**src/rtl/dec_pkg.sv**
```systemverilog
// Shared decode types and helpers for the grant sequencer.
// Index/one-hot widths, FSM states and a one-hot helper.
package dec_pkg;

  localparam int IDX_W = 3;
  localparam int OUT_W = 2 ** IDX_W;

  typedef enum logic [1:0] {
    IDLE   = 2'd0,
    GRANT  = 2'd1,
    GAP_ST = 2'd2
  } state_e;

  function automatic logic [OUT_W-1:0] onehot_of(
    input logic [IDX_W-1:0] idx
  );
    logic [OUT_W-1:0] oh;
    oh      = '0;
    oh[idx] = 1'b1;
    return oh;
  endfunction

endpackage

```
**src/rtl/dec3_8_grant_hold_timer.sv**
```systemverilog
// Loadable down-counter with a last-cycle flag.
// Shared by the hold and idle-gap timing.
module hold_timer #(
  parameter int W = 4
) (
  input  logic         clk,
  input  logic         rst_n,
  input  logic         load,
  input  logic [W-1:0] load_val,
  output logic [W-1:0] cnt,
  output logic         expire
);

  logic [W-1:0] cnt_q;
  logic [W-1:0] cnt_d;

  always_comb begin
    cnt_d = cnt_q;
    if (load) begin
      cnt_d = load_val;
    end else if (cnt_q != '0) begin
      cnt_d = cnt_q - W'(1);
    end
  end

  always_ff @(posedge clk or negedge rst_n) begin
    if (!rst_n) begin
      cnt_q <= '0;
    end else begin
      cnt_q <= cnt_d;
    end
  end

  assign cnt    = cnt_q;
  assign expire = (cnt_q == W'(1));

endmodule

```
**src/rtl/dec3_8_grant.sv**
```systemverilog
// Registered 3-to-8 decoder driving a timed one-hot grant
// with early release and an idle gap between grants.
module dec3_8_grant
  import dec_pkg::*;
#(
  parameter int IDX_W  = 3,
  parameter int HOLD_W = 4,
  parameter int GAP    = 1
) (
  input  logic                  clk,
  input  logic                  rst_n,
  input  logic [IDX_W-1:0]      Y,
  input  logic                  out_en,
  input  logic [HOLD_W-1:0]     hold_len,
  input  logic                  done,
  output logic                  in_ready,
  output logic [2**IDX_W-1:0]   grant,
  output logic                  grant_vld,
  output logic [IDX_W-1:0]      last_idx,
  output logic [7:0]            grant_cnt
);

  localparam int OUT_W = 2 ** IDX_W;

  state_e            state_q, state_d;
  logic [OUT_W-1:0]  grant_q, grant_d;
  logic              vld_q, vld_d;
  logic [IDX_W-1:0]  last_q, last_d;
  logic [7:0]        cnt_q, cnt_d;

  logic              hold_load;
  logic [HOLD_W-1:0] hold_val;
  logic [HOLD_W-1:0] hold_cnt;
  logic              hold_exp;
  logic              gap_load;
  logic [1:0]        gap_cnt;
  logic              gap_exp;

  hold_timer #(.W(HOLD_W)) u_hold (
    .clk      (clk),
    .rst_n    (rst_n),
    .load     (hold_load),
    .load_val (hold_val),
    .cnt      (hold_cnt),
    .expire   (hold_exp)
  );

  hold_timer #(.W(2)) u_gap (
    .clk      (clk),
    .rst_n    (rst_n),
    .load     (gap_load),
    .load_val (2'(GAP)),
    .cnt      (gap_cnt),
    .expire   (gap_exp)
  );

  assign in_ready = (state_q == IDLE);

  always_comb begin
    state_d   = state_q;
    grant_d   = grant_q;
    vld_d     = vld_q;
    last_d    = last_q;
    cnt_d     = cnt_q;
    hold_load = 1'b0;
    gap_load  = 1'b0;
    hold_val  = (hold_len == '0) ? HOLD_W'(1) : hold_len;
    unique case (1'b1)
      (state_q == IDLE): begin
        if (out_en) begin
          grant_d   = onehot_of(Y);
          vld_d     = 1'b1;
          last_d    = Y;
          cnt_d     = cnt_q + 8'd1;
          hold_load = 1'b1;
          state_d   = GRANT;
        end
      end
      (state_q == GRANT): begin
        // expiry and done together still give one release
        if (hold_exp | done) begin
          grant_d = '0;
          vld_d   = 1'b0;
          if (GAP > 0) begin
            gap_load = 1'b1;
            state_d  = GAP_ST;
          end else begin
            state_d  = IDLE;
          end
        end
      end
      (state_q == GAP_ST): begin
        if (gap_exp) begin
          state_d = IDLE;
        end
      end
      default: begin
        state_d = IDLE;
        grant_d = '0;
        vld_d   = 1'b0;
      end
    endcase
  end

  always_ff @(posedge clk or negedge rst_n) begin
    if (!rst_n) begin
      state_q <= IDLE;
      grant_q <= '0;
      vld_q   <= 1'b0;
      last_q  <= '0;
      cnt_q   <= '0;
    end else begin
      state_q <= state_d;
      grant_q <= grant_d;
      vld_q   <= vld_d;
      last_q  <= last_d;
      cnt_q   <= cnt_d;
    end
  end

  assign grant     = grant_q;
  assign grant_vld = vld_q;
  assign last_idx  = last_q;
  assign grant_cnt = cnt_q;

endmodule

```
**config.mk**
```make
export PLATFORM = sky130hd
export DESIGN_NAME = dec3_8_grant
export DESIGN_NICKNAME = d
export VERILOG_FILES = /design/src/rtl/dec_pkg.sv /design/src/rtl/dec3_8_grant_hold_timer.sv /design/src/rtl/dec3_8_grant.sv
export SDC_FILE = /design/constraint.sdc
export NUM_CORES = 1
export LEC_CHECK = 0
export CAP_MARGIN = 10
export CELL_PAD_IN_SITES_DETAIL_PLACEMENT = 0
export CELL_PAD_IN_SITES_GLOBAL_PLACEMENT = 2
export CORE_MARGIN = 10
export CORE_UTILIZATION = 34
export CTS_CLUSTER_SIZE = 30
export DETAILED_ROUTE_END_ITERATION = 8
export MAX_ROUTING_LAYER = met4
export PLACE_DENSITY = 0.89
export SETUP_SLACK_MARGIN = 0.3
export SYNTH_ARGS = -nofsm -noshare
export SYNTH_HDL_FRONTEND = slang
export SYNTH_SLANG_ARGS = --single-unit
```
**constraint.sdc**
```tcl
create_clock -name clk -period 4.48 [get_ports clk]
set_input_delay 0.896 -clock clk [delete_from_list [all_inputs] [get_ports clk]]
set_output_delay 0.896 -clock clk [all_outputs]
set_load 0.03 [all_outputs]
```
After elaboration in Yosys (flattened, before gate mapping)
Cells that the tools add are included.
{"block": "word_totals", "reg_bits": 28, "word_cells": 52}
{"block": "op_classes", "n_addsub": 3, "n_lt_le_gt_ge": 2, "eq_ne": 7, "n_mux": 21, "bitwise_logic": 2, "reduce_logical": 10}
{"op": "$pmux W8 S3", "count": 1}
{"op": "$mux W8", "count": 2}
{"op": "$mux W4", "count": 3}
{"op": "$mux W2", "count": 5}
{"op": "$add A8 B1 Y8 const B", "count": 1}
{"op": "$mux W1", "count": 7}
{"op": "$pmux W2 S3", "count": 1}
{"op": "$reduce_and A3 Y1", "count": 2}
{"op": "$reduce_bool A2 Y1", "count": 3}
{"op": "$eq A2 B1 Y1 const B", "count": 2}
{"op": "$eq A4 B1 Y1 const B", "count": 1}
{"op": "$logic_not A4 Y1", "count": 1}
{"op": "$lt A3 B4 Y1 const B", "count": 1}
{"op": "$ne A2 B2 Y1 const B", "count": 2}
{"op": "$reduce_bool A4 Y1", "count": 1}
{"op": "$sub A4 B1 Y4 const B", "count": 1}
{"op": "$demux W1 S3", "count": 1}
{"op": "$ge A3 B1 Y1 const B", "count": 1}
{"op": "$pmux W1 S3", "count": 1}
{"op": "$eq A2 B2 Y1 const B", "count": 1}
{"op": "$logic_not A2 Y1", "count": 1}
{"op": "$ne A2 B1 Y1 const B", "count": 1}
{"op": "$reduce_and A2 Y1", "count": 1}
{"op": "$sub A2 B1 Y2 const B", "count": 1}
{"op": "other kinds (3)", "count": 3}

Logic depth before layout (Yosys ltp)
{"block": "logic_depth", "ltp_word": 6, "ltp_mapped": 5, "ltp_nobuf": 5}

By module
A second synthesis with hierarchy kept.
{"block": "hier_totals", "hier_cells": 114, "area_unflattened_um2": 1351.3}
{"module": "dec3_8_grant", "instances": 1, "cells_each": 77, "area_each_um2": 949.7}
{"module": "hold_timer (u_hold)", "instances": 1, "cells_each": 24, "area_each_um2": 265.3}
{"module": "hold_timer (u_gap)", "instances": 1, "cells_each": 13, "area_each_um2": 136.4}

Worst setup path before layout
Ideal clock, no wire load.
{"block": "synth_timing", "kind": "flip-flop to output port", "from": "register state_q[0]", "to": "output in_ready", "arrival_time_ns": 0.912, "required_time_ns": 3.584, "slack_ns": 2.672, "path_stages_with_launch": 2, "path_buffers": 0, "cell_sequence": "dfrtp_1 nor2_1"}
{"block": "synth_between", "elab_chain_len": 1}
{"item": "start, declared", "line": "dec3_8_grant.sv:25", "rtl": "state_e state_q, state_d;"}
{"item": "start signal, assigned", "line": "dec3_8_grant.sv:113", "rtl": "state_q <= state_d;"}
{"item": "$logic_not A2 Y1", "line": "dec3_8_grant.sv:57", "rtl": "assign in_ready = (state_q == IDLE);"}
{"item": "end, declared", "line": "dec3_8_grant.sv:16", "rtl": "output logic in_ready,"}
Every way passes these cells.

Final worst setup path
Same ends and word-level chain as after synthesis.

==> flow_results.org <==
** Synthesis
- For this run, the number of Yosys warnings is 0.
- Counting flops and latches in the post-synthesis netlist gives 28.
- Synthesized net count :: 133
- Total standard cell area after synthesis :: 1350 µm²
- In the synthesized netlist, the number of instances is 116.
- Average cell area after synthesis :: 11.6 µm²
- Sequential elements use between 50% and 60% of the synthesized area.
- Number of distinct library cells after synthesis :: 34

** STA
- Setup repair after global routing left no endpoint under its margin.
- Minimum clock period :: 2.53 ns
- On the final layout, the worst hold slack is 0.485 ns.
- Timing-limited maximum frequency :: between 0.3 and 0.4 GHz
- For the pin with the worst max-slew slack, the measured transition is ~1.0 ns.
- In the final timing run, aggregate negative setup slack is 0 ns.
- Clock skew after layout :: 0.00173 ns
- Final count of negative-setup-slack endpoints :: 0
- Post-layout worst setup margin :: 1.95 ns
- In the finished design, the share of the clock period the worst path needs comes to 56.5%.
- Final slew viol count :: 0
- Slew Limit Headroom :: 30.3%
- The final number of hold-violating endpoints was 0.

** Worst setup path
- Number of cell instances on the worst register-to-register path :: 5
- Crit path kind :: flop to output pin
- STA classifies the critical path startpoint as a flop.
- The critical path starts at state_q[0].
- CP arrival :: 1.63 ns
- Category of the worst setup path capture point :: output pin
- Crit-path max FO :: 6
- The startpoint identified for the worst register-to-register timing path is u_hold.cnt[1].
- The endpoint identified for the worst register-to-register timing path is grant[3].
- Required time of the critical path :: 3.58 ns
- For flop-to-flop paths, the worst setup slack is around 2.6 ns.

** Detailed routing
- After detailed routing, the total wire length is 2.94 mm.
- Via count :: 963
- Detailed Routing Iterations Pass 1 :: 3
- The detail route stage leaves a number of antenna-violating nets equal to 0.
- Drt first-iter violations :: 61
- Dividing the detail-routed wire length by the instance count gives 14.8 µm.
- In the routed layout, each cell is associated on average with a via count of 4.86.
- For this run, design rule violations remaining after detail routing come to 0.

** Clock tree
- Clock slew at the register clock pins of the worst setup and hold paths :: 0.09 ns
- The root buffer cell chosen for the clock tree is sky130_fd_sc_hd__clkbuf_8.
- CTS tree :: built
- Sinks on the clock net :: 28
- Number of gates given a new drive strength after cts :: 0
- For this design, the CTS-stage hold fixing added 0 buffers.
- In this run the number of H-tree levels came out at 1.
- The clock passes through at most 2 buffers.
- The number of setup buffers added after CTS is 0.
- The clock reaches the later pin of the worst-skew pair after 0.27 ns.
- Buffers inserted during clock tree synthesis total 3.

** Global route
- Global routing used 8.77% of the available tracks across all layers.
- Entering global routing, the biggest net connects 25 pins.
- The number of antenna violations at the first check in global routing is 0.
- The via count of the first global-routing pass is 1046.
- Overflow left after global routing :: 0
- Wire length of the first global-routing pass :: 5.15 mm

** Layout
- Inserted Diodes :: 0
- Cell area after layout :: 1760 µm²
- The post-route netlist has 11.3% of its cells at a drive strength greater than 1.
- Filler-free cell count of the finished design :: 198
- Final #Nets :: about 170
- Layout-stage area growth over the synthesis result :: 30.4%

** Place
- Once placement completed, the tool counted placed cells totaling 194.
- Setup slack after placement :: 1.89 ns
- The HPWL after detailed placement is 2.30 mm.
- After detailed placement, the total cell area comes to approximately 1700 µm².
- The congestion estimate from routability-driven global placement came to 0.808.
- During placement, the flow inserted port buffers numbering 31.

** Floorplanning
- The floorplan step defined a die boundary enclosing a little under 7000 µm².
- Standard cell core area :: ~3700 µm²
- Initial Util :: 36.0%
- Placement Rows :: 22
- The floorplan step set the die height to around 83 µm.
- Number of placed I/O pins :: 32
- Horiz. Die Dim :: roughly 83 µm

** Outcome
- The run finished with clean final reports.

** Power
- Leakage :: 0.795 nW
- The worst-case IR drop observed on VDD is 0.330 mV.
- Total power density per cell area :: 676 nW/µm²

** Worst hold path
- The path with the worst hold slack has its endpoint at last_idx[1].
- Hold Path Class :: flop to flop
- The startpoint identified for the worst hold timing path is last_idx[1].
- Counting instances, the worst hold path has a depth of 2.

** Run
- Max-cap violations in this run came to 0.
-- routing by layer --
layer	vias up	part of all wire [%]	global-route usage [%]
met1	475	48	11.6
met3	2	3.3	2.05
li1	470	-	-
met5	-	0	-
met2	16	48	13.0
met4	0	0.31	2.31
-- cells in the mapped netlist (all sizes together) --
cell type	instances	area, µm²
or3b	1	8.76
mux2	1	15.0
inv	4	15.0
dfrtp	28	701
mux2i	1	10.0
and3	2	12.5
nor2b	3	18.8
o32ai	1	27.5
nand4	3	18.8
a21o	2	16.3
o21ai	1	5.00
nand2b	1	13.8
nand3	1	5.00
buf	2	22.5
nor3	5	47.5
nand2	17	63.8
a32o	2	20.0
o31ai	2	15.0
nor2	8	32.5
and2	2	12.5
ha	6	75.1
a31oi	1	6.26
or2	1	6.26
xor2	4	35.0
o21bai	1	7.51
a22o	5	47.6
a21oi	2	10.0
xnor2	6	52.6
nor3b	3	27.5
-- flip-flops by register name (all words and copies together), names as in the netlist --
name        cells
grant           8
grant_cnt       8
grant_vld       1
last_idx        3
state_q         2
u_gap.cnt       2
u_hold.cnt      4
-- kinds of logic after synthesis --
family | count (synthesis) | share of synthesized area, %
simple gates | 47 | 19.9
flops | 28 | 51.9
compound gates | 17 | 11.5
xor+xnor | 10 | 6.49
buf+inv | 6 | 2.78
fa+ha+maj | 6 | 5.57
mux | 2 | 1.85
-- cells in the final DEF (no fill, tap or decap), drive strengths merged --
| master | Yosys | routed |
|---|---|---|
| nand3 | 1 | 1 |
| and3 | 2 | 2 |
| mux2i | 1 | 1 |
| o32ai | 1 | 1 |
| dfrtp | 28 | 28 |
| or2 | 1 | 1 |
| a22o | 5 | 5 |
| o31ai | 2 | 2 |
| mux2 | 1 | 1 |
| o21bai | 1 | 1 |
| clkbuf | 0 | 4 |
| xnor2 | 6 | 6 |
| inv | 4 | 4 |
| nor3b | 3 | 3 |
| a21o | 2 | 2 |
| nor2b | 3 | 3 |
| a31oi | 1 | 1 |
| nor3 | 5 | 5 |
| nand2b | 1 | 1 |
| nand4 | 3 | 3 |
| o21ai | 1 | 1 |
| and2 | 2 | 2 |
| nand2 | 17 | 17 |
| or3b | 1 | 1 |
| buf | 2 | 1 |
| xor2 | 4 | 4 |
| a32o | 2 | 2 |
| ha | 6 | 6 |
| a21oi | 2 | 2 |
| nor2 | 8 | 8 |
| clkdlybuf4s50 | 0 | 31 |
-- critical path: stages, from the launching register on --
cell and delay (ns):
sky130_fd_sc_hd__dfrtp_1 0.50, sky130_fd_sc_hd__nor2_1 0.17, sky130_fd_sc_hd__clkdlybuf4s50_1 0.70
-- metrics by stage --
| step | util [%] | total power (W) |
|---|---|---|
| after floorplan | - | 0.000837 |
| after global placement | 45.5 | 0.00104 |
| after detailed placement | 45.5 | 0.00105 |
| after CTS | 47.0 | 0.00120 |
| after global routing | 47.0 | 0.00128 |
| final | 47.0 | 0.00119 |
-- cell type report --
type / instances / area [µm²]
Tap cell: 48 / 60.1
Inverter: 4 / 15.0
Sequential cell: 28 / 701
Timing Repair Buffer: 32 / 318
Fill cell: 378 / 1980
Clock buffer: 4 / 55.1
Multi-Input combinational cell: 82 / 611
-- power by group --
part	switching [W]	internal, W
registers	0.0000997	0.000349
clock network	0.0000744	0.0000785
logic	0.000330	0.000259
total	0.000504	0.000686
-- worst max-delay path by stage --
stage / to / slack, ns / cells past startpoint
after floorplan: in_ready / 2.67 / 1
after global placement: grant_cnt[7] / 1.96 / 4
after detailed placement: grant_cnt[7] / 1.89 / 4
after CTS: in_ready / 1.93 / 2
after global routing: in_ready / 1.87 / 2
final: in_ready / 1.95 / 2
No activity file was read; power rests on OpenSTA's default activity.
